**src/rtl/mine_placer.sv**
```systemverilog
// mine_placer: seedable XNOR-LFSR mine-map generator for MineSweeper.
// Places exactly num_mines distinct mines into a CELLS-bit map on start.
//
// Ports:
//   clk, resetn          clock, asynchronous active-low reset
//   start, num_mines     begin a run and the mine count sampled with it
//   load_seed, seed      reseed the free-running LFSR
//   safe_idx             first-click cell kept mine-free (feature only)
//   busy, done, error    placing / map valid / last start rejected
//   mine_map             bit i set = cell i holds a mine
//
// Build option: define MINE_SAFE_CELL_EN to exclude safe_idx from
// placement (maximum count becomes CELLS-1).
module mine_placer #(
    parameter int                CELLS  = 64,
    parameter int                IDX_W  = 6,
    parameter int                LFSR_W = 16,
    parameter logic [LFSR_W-1:0] TAPS   = 16'hD008
) (
    input  logic             clk,
    input  logic             resetn,
    input  logic             start,
    input  logic [IDX_W:0]   num_mines,
    input  logic             load_seed,
    input  logic [LFSR_W-1:0] seed,
    input  logic [IDX_W-1:0] safe_idx,
    output logic             busy,
    output logic             done,
    output logic             error,
    output logic [CELLS-1:0] mine_map
);

    typedef enum logic [1:0] {
        IDLE,
        PLACE,
        DONE
    } state_t;

`ifdef MINE_SAFE_CELL_EN
    localparam logic [IDX_W:0] MAX_N = (IDX_W+1)'(CELLS - 1);
`else
    localparam logic [IDX_W:0] MAX_N = (IDX_W+1)'(CELLS);
`endif

    state_t              state_q, state_d;
    logic [LFSR_W-1:0]   lfsr_q, lfsr_d;
    logic [CELLS-1:0]    map_q, map_d;
    logic [IDX_W:0]      cnt_q, cnt_d;
    logic [IDX_W:0]      n_q, n_d;
    logic                err_q, err_d;

    logic                fb;
    logic [IDX_W-1:0]    cand;
    logic                cand_ok;

    // XNOR feedback: the all-ones state is the lockup value.
    assign fb   = ~^(lfsr_q & TAPS);
    assign cand = lfsr_q[IDX_W-1:0];

    always_comb begin
        lfsr_d = {lfsr_q[LFSR_W-2:0], fb};
        if (load_seed) begin
            lfsr_d = (seed == '1) ? '0 : seed;
        end
    end

    always_comb begin
        cand_ok = (32'(cand) < CELLS) && !map_q[cand];
`ifdef MINE_SAFE_CELL_EN
        if (cand == safe_idx) begin
            cand_ok = 1'b0;
        end
`endif
    end

`ifndef MINE_SAFE_CELL_EN
    logic unused_safe;
    assign unused_safe = ^safe_idx;
`endif

    always_comb begin
        state_d = state_q;
        map_d   = map_q;
        cnt_d   = cnt_q;
        n_d     = n_q;
        err_d   = err_q;
        case (state_q)
            IDLE, DONE: begin
                if (start) begin
                    map_d = '0;
                    cnt_d = '0;
                    n_d   = num_mines;
                    if (num_mines > MAX_N) begin
                        state_d = IDLE;
                        err_d   = 1'b1;
                    end else if (num_mines == '0) begin
                        state_d = DONE;
                        err_d   = 1'b0;
                    end else begin
                        state_d = PLACE;
                        err_d   = 1'b0;
                    end
                end
            end
            PLACE: begin
                if (cand_ok) begin
                    map_d[cand] = 1'b1;
                    cnt_d       = cnt_q + (IDX_W+1)'(1);
                    if (cnt_d == n_q) begin
                        state_d = DONE;
                    end
                end
            end
            default: begin
                state_d = IDLE;
            end
        endcase
    end

    always_ff @(posedge clk or negedge resetn) begin
        if (!resetn) begin
            state_q <= IDLE;
            lfsr_q  <= '0;
            map_q   <= '0;
            cnt_q   <= '0;
            n_q     <= '0;
            err_q   <= 1'b0;
        end else begin
            state_q <= state_d;
            lfsr_q  <= lfsr_d;
            map_q   <= map_d;
            cnt_q   <= cnt_d;
            n_q     <= n_d;
            err_q   <= err_d;
        end
    end

    assign busy     = (state_q == PLACE);
    assign done     = (state_q == DONE);
    assign error    = err_q;
    assign mine_map = map_q;

endmodule

```
**config.mk**
```make
export PLATFORM = sky130hd
export DESIGN_NAME = mine_placer
export DESIGN_NICKNAME = d
export VERILOG_FILES = /design/src/rtl/mine_placer.sv
export SDC_FILE = /design/constraint.sdc
export NUM_CORES = 1
export LEC_CHECK = 0
export ABC_CLOCK_PERIOD_IN_PS = 2000
export BUFFER_PORTS_ARGS = -buffer_cell sky130_fd_sc_hd__buf_2
export CAP_MARGIN = 10
export CORE_ASPECT_RATIO = 0.6
export CORE_MARGIN = 2
export CORE_UTILIZATION = 49
export CTS_CLUSTER_DIAMETER = 60
export DETAILED_ROUTE_END_ITERATION = 10
export GPL_TIMING_DRIVEN = 0
export HOLD_SLACK_MARGIN = 0.1
export MAX_ROUTING_LAYER = met4
export PLACE_DENSITY = 0.76
export RECOVER_POWER = 50
export SKIP_LAST_GASP = 1
export SLEW_MARGIN = 20
export SYNTH_ARGS = -nofsm -noshare
export SYNTH_HDL_FRONTEND = slang
export SYNTH_SLANG_ARGS = --single-unit
```
**constraint.sdc**
```tcl
create_clock -name clk -period 2 [get_ports clk]
set_input_delay 0 -clock clk [delete_from_list [all_inputs] [get_ports clk]]
set_output_delay 0 -clock clk [all_outputs]
set_load 0.05 [all_outputs]
```
* Yosys cells after proc, flatten, opt, wreduce, memory -nomap -nowiden *
Cells that the tools add are included.
Widths: inputs -> output; s select.

word-level totals
  logic and storage cells = 46
  flip-flop bits (word level) = 97
  bits of input ports = 33
  output and inout port bits = 67

operators by class
  reductions and logical operators = 9
  $lt $le $gt $ge = 3
  add/subtract/negate cells = 1
  mux-type cells = 19
  equality and inequality tests = 7
  bitwise logic cells = 1

operators by type and width
  kind                  count
  $mux 64               2
  $pmux 64 s2           1
  $or 64x64->64         1
  $mux 16               2
  $eq 16x16->1 const B  1
  $reduce_xnor 16->1    1
  $mux 7                2
  $pmux 7 s2            1
  $mux 2                5
  $add 7x1->7 const B   1
  $eq 7x7->1            1
  $gt 7x7->1 const B    1
  $logic_not 7->1       1
  $lt 6x7->1 const B    1
  $bmux 1 s6            1
  $demux 1 s6           1
  $ge 6x1->1 const B    1
  $reduce_and 3->1      2
  $ne 2x2->1 const B    2
  $pmux 2 s2            1
  $mux 1                3
  $eq 2x1->1 const B    1
  $eq 2x2->1 const B    1
  $logic_not 2->1       1
  other kinds (5)       5

* Longest topological paths before layout *
  word-level depth = 7
  gate-level depth with buffers = 11
  gate-level depth less buffers = 8

* Worst setup path after synthesis *
Ideal clock, no wire load.

  path kind = register -> register
  start point = reg map_q[50] (netlist: mine_map[50])
  end point = reg cnt_q[1]
  buffers on the path = 1
  data arrival time = 2229 ps
  period minus slack after synthesis = 2349 ps
  cell stages (with the launch flop) = 9
  required time = 1880 ps
  library setup time = 120 ps
  path slack = -349 ps
  path through = dfrtp_1 > or3b_2 > a2111oi_0 > a2111oi_0 > nand4_1 > nor2_2 > buf_6 > and3_1 > a31o_2

between the ends
  word-level cells in the longest chain between the ends = 4

ends and longest elaborated chain
  what                               RTL line  source
  start, declared                    47        logic [CELLS-1:0] map_q, map_d;
  start signal, assigned             131       map_q <= map_d;
  $bmux 1 s6                         68        cand_ok = (32'(cand) < CELLS) && !map_q[cand];
  $mux 1 (implied by the code)       68
  $ne 2x2->1 (no source line)        --
  $reduce_and 3->1 (no source line)  --
  end signal, assigned               132       cnt_q <= cnt_d;
  end, declared                      48        logic [IDX_W:0] cnt_q, cnt_d;

No other way between the ends. The select of a mux whose other input is x is not followed.
A chain may end at the register's enable or synchronous reset.

* Worst setup path in the final report *
  start point = reg lfsr_q[0]
  end point = reg map_q[55] (netlist: mine_map[55])

between the ends
  word-level cells in the longest chain between the ends = 7

ends and longest elaborated chain
  what                                                                   RTL line  source
  start, declared                                                        46        logic [LFSR_W-1:0] lfsr_q, lfsr_d;
  start signal, assigned                                                 130       lfsr_q <= lfsr_d;
  $lt 6x7->1 (implied by the code) / $ge 6x1->1 (equally long branches)  107       map_d[cand] = 1'b1;
  $logic_and 1x1->1 (implied by the code)                                107
  $mux 1 (implied by the code)                                           107
  $demux 1 s6                                                            107
  $or 64x64->64 (no source line)                                         --
  $mux 64                                                                106       if (cand_ok) begin
  $pmux 64 s2                                                            87        case (state_q)

Parallel ways exist; a longest one is shown, timed or not. The select of a mux whose other input is x is not followed.

==> run_results.csv <==
group,metric,value,unit
floorplan,dieHeight,80.1,microns
timing,fin_skew,0.00712,ns
cells_and_area,layout-drive-gt1-share,35.2,%
setup_path,end_kind,"flop",
timing,finalHoldViolations,0,
floorplan,io_pins,100,
synth,syn-num-nets,522,
routing,wire_per_inst,22.0,microns
floorplan,placementRows,27,
placement,io_buffers,93,
cells_and_area,num_antenna_cells,0,
timing,setup_ws,-0.668,ns
setup_path,cp_slowest_stage_delay,0.39,ns
routing,wl,17.0,mm
setup_path,crit_buf_inv,3,
routing,viasPerCell,6.25,
cells_and_area,fill_cells,657,
routing,wl_met3,2.06,mm
floorplan,fp.dieW,131,microns
timing,maxSlewViolCount,0,
global_routing,grt_util_all_layers,33.0,%
setup_path,critPathMaxFanout,8,
synth,avgSynthCellArea,9.69,sq um
timing,setup_viol,73,
power,p_leak,2.95,nW
global_routing,antenna_found_initial,0,
clock_network,root_buffer,"clkbuf_16",
timing,rsz0062_at_grt,"true",
setup_path,crit_chain,"buf_4 > buf_2 > and2_2 > a221o_1 > nand3b_1 > nand4_1 > nor2_4 > buf_6 > nand4_4 > o21ai_2",
routing,drc_errors,0,
power,ir_drop,1060,uV
floorplan,design.die.area,10500,sq um
routing,vias,4822,
placement,routabilityCongestion,0.970,
cells_and_area,stdcell_area,6440,sq um
placement,dp_cells,712,
global_routing,grt_overflow,0,
placement,placed_cell_area,5410,sq um
clock_network,path_clk_slew,0.07,ns
cells_and_area,area_growth,36.3,%
timing,whs,0.290,ns
synth,synth.largest_area_cell,"dfrtp_1",
synth,synth-seq-cells,97,
synth,netlist_instances,488,
run_status,status,"finished, violations left",
synth,synth_area,4730,sq um
clock_network,clk_latency,0.35,ns
global_routing,grt_pass1_vias,4556,
setup_path,cp-start-kind,"flop",
setup_path,cpLargestDelayFamily,"simple AND/OR/NAND/NOR gates",
cells_and_area,final_common_cell,"nand2_1",
timing,slew_headroom,40.1,%
synth,synth_edf_count,0,
synth,synth_ff_type,"dfrtp_1",
routing,first_pass_iters,7,
cells_and_area,final_nets,671,
clock_network,cts_tree,"done",
setup_path,arrival,2.94,ns
routing,top_layer,"met4",
synth,synthTopCellsByArea,"dfrtp_1 51%, nand2_1 8.9%, o21ai_0 5.2%",
hold_path,hold_class,"in -> async",
clock_network,ctsLongestPathBuffers,2,
synth,async_flop_share,100,%
setup_path,cpMaxStageDelayCell,"dfrtp_1",
synth,yosysSeqAreaShare,51.3,%
power,power-per-cell-area,1410,nW/um^2
clock_network,cts.sinks,97,
cells_and_area,final_cell_mix,"111 x nand2_1, 95 x buf_2, 87 x dfrtp_1, 40 x o21ai_1, 28 x dlygate4sd3_1",
setup_path,r2r_cells,10,
timing,worst_slew_pin_slew,0.899,ns
routing,met2_length,7.17,mm
clock_network,ctsHtreeMaxLevel,3,
routing,met1Wirelength,7.11,mm
timing,fin_crit,2.67,ns
cells_and_area,instances_no_fill,772,
setup_path,cp.required,2.27,ns
run,drv_cap,0,
timing,finalCritPeriodShare,133,%
floorplan,start_util,50.9,%
placement,dp_worst_setup_slack,-1.00,ns
synth,synth_top_area_share,51.3,%
global_routing,grt_max_degree,65,
placement,hpwl,10.6,mm
timing,max_freq,0.375,GHz
synth,ys_warn_count,0,
setup_path,worstSetupPathDepth,10,
routing,drt_iter0_drc,573,
synth,synth.distinct_cells,52,
routing,postRouteAntennaNets,0,
run_status,violations,"setup timing",
global_routing,grt_pass1_wl,24.7,mm
clock_network,numCtsBuffers,9,
floorplan,core,9290,sq um
setup_path,worstSetupPathType,"reg -> reg",
layout make-up:
cell class / instances / area (sq um) / area share [%]
Inverter: 16 / 63.8 / 0.990
Sequential cell: 97 / 2440 / 37.9
Tap cell: 130 / 163 / 2.52
Multi-Input combinational cell: 347 / 2370 / 36.8
Buffer: 25 / 170 / 2.64
Clock buffer: 11 / 243 / 3.77
Clock inverter: 5 / 78.8 / 1.22
Timing Repair Buffer: 141 / 916 / 14.2
registers in the layout, indices dropped and copies added (netlist names):
| name | cells |
|---|---|
| lfsr_q | 16 |
| n_q | 7 |
| error | 1 |
| mine_map | 64 |
| state_q | 2 |
| cnt_q | 7 |
timing repair:
action                                 4_1_cts  5_1_grt
hold buffers                                28        0
gates cloned                                 1        2
gates resized for setup                     50       35
setup endpoints to repair                   73       80
pin swaps                                    9        9
endpoints found under the hold margin      122        0
setup buffers                                6       10
cell usage after synthesis, types with 5 or more instances:
cell / count
clkbuf_1: 15
nor2_1: 11
a22oi_1: 8
xor2_1: 5
nand2_1: 112
nor2b_1: 5
xnor2_1: 10
o21ai_0: 49
mux2i_1: 15
o21ai_1: 32
nand3_1: 9
nand4_1: 8
a211oi_1: 5
or3b_2: 5
nor3_1: 6
mux2_2: 8
nand3b_1: 6
buf_2: 8
inv_1: 15
dfrtp_1: 97
metrics by stage:
step | TNS [ns] | util (%) | power (mW)
after floorplan | -12.88 | - | 5.55
after global placement | -52.22 | 57.9 | 6.48
after detailed placement | -54.44 | 58.2 | 6.60
after CTS | -30.17 | 67.4 | 8.68
after global routing | -50.81 | 69.4 | 9.42
final | -42.22 | 69.4 | 9.08
metal layers:
| layer | vias to the layer above | GRT usage, % |
|---|---|---|
| li1 | 2021 | - |
| met1 | 2377 | 46.2 |
| met2 | 344 | 44.2 |
| met3 | 80 | 11.2 |
| met4 | 0 | 12.7 |
| met5 | - | - |
cell families after synthesis:
family / after synthesis / synth area share, %
DFF: 97 / 51.3
muxes: 25 / 6.03
xor gates and xnor gates: 15 / 2.78
and+or+nand+nor: 188 / 20.4
buffers and inverters: 44 / 4.18
AOI/OAI and AO/OA: 118 / 15.0
adders and majority gates: 1 / 0.265
worst paths after layout:
path / start / endpoint / slack (ns)
hold reg to reg: state_q[0]$_DFFE_PN0P_ / state_q[1]$_DFFE_PN0P_ / 0.51
min in group clk: seed[2] / lfsr_q[2]$_DFF_PN0_ / 0.43
setup reg to reg: lfsr_q[0]$_DFF_PN0_ / mine_map[55]$_DFFE_PN0P_ / -0.67
max in group asynchronous: resetn / mine_map[31]$_DFFE_PN0P_ / 0.17
hold / removal: resetn / mine_map[45]$_DFFE_PN0P_ / 0.29
setup / recovery: lfsr_q[0]$_DFF_PN0_ / mine_map[55]$_DFFE_PN0P_ / -0.67
power by group:
group | switching (mW) | total, mW | internal [mW]
Clock | 0.744 | 1.87 | 1.13
Sequential | 0.528 | 3.03 | 2.50
Combinational | 2.90 | 4.18 | 1.28
Total | 4.17 | 9.08 | 4.91
Note: power is estimated with default switching activity, not from simulation.
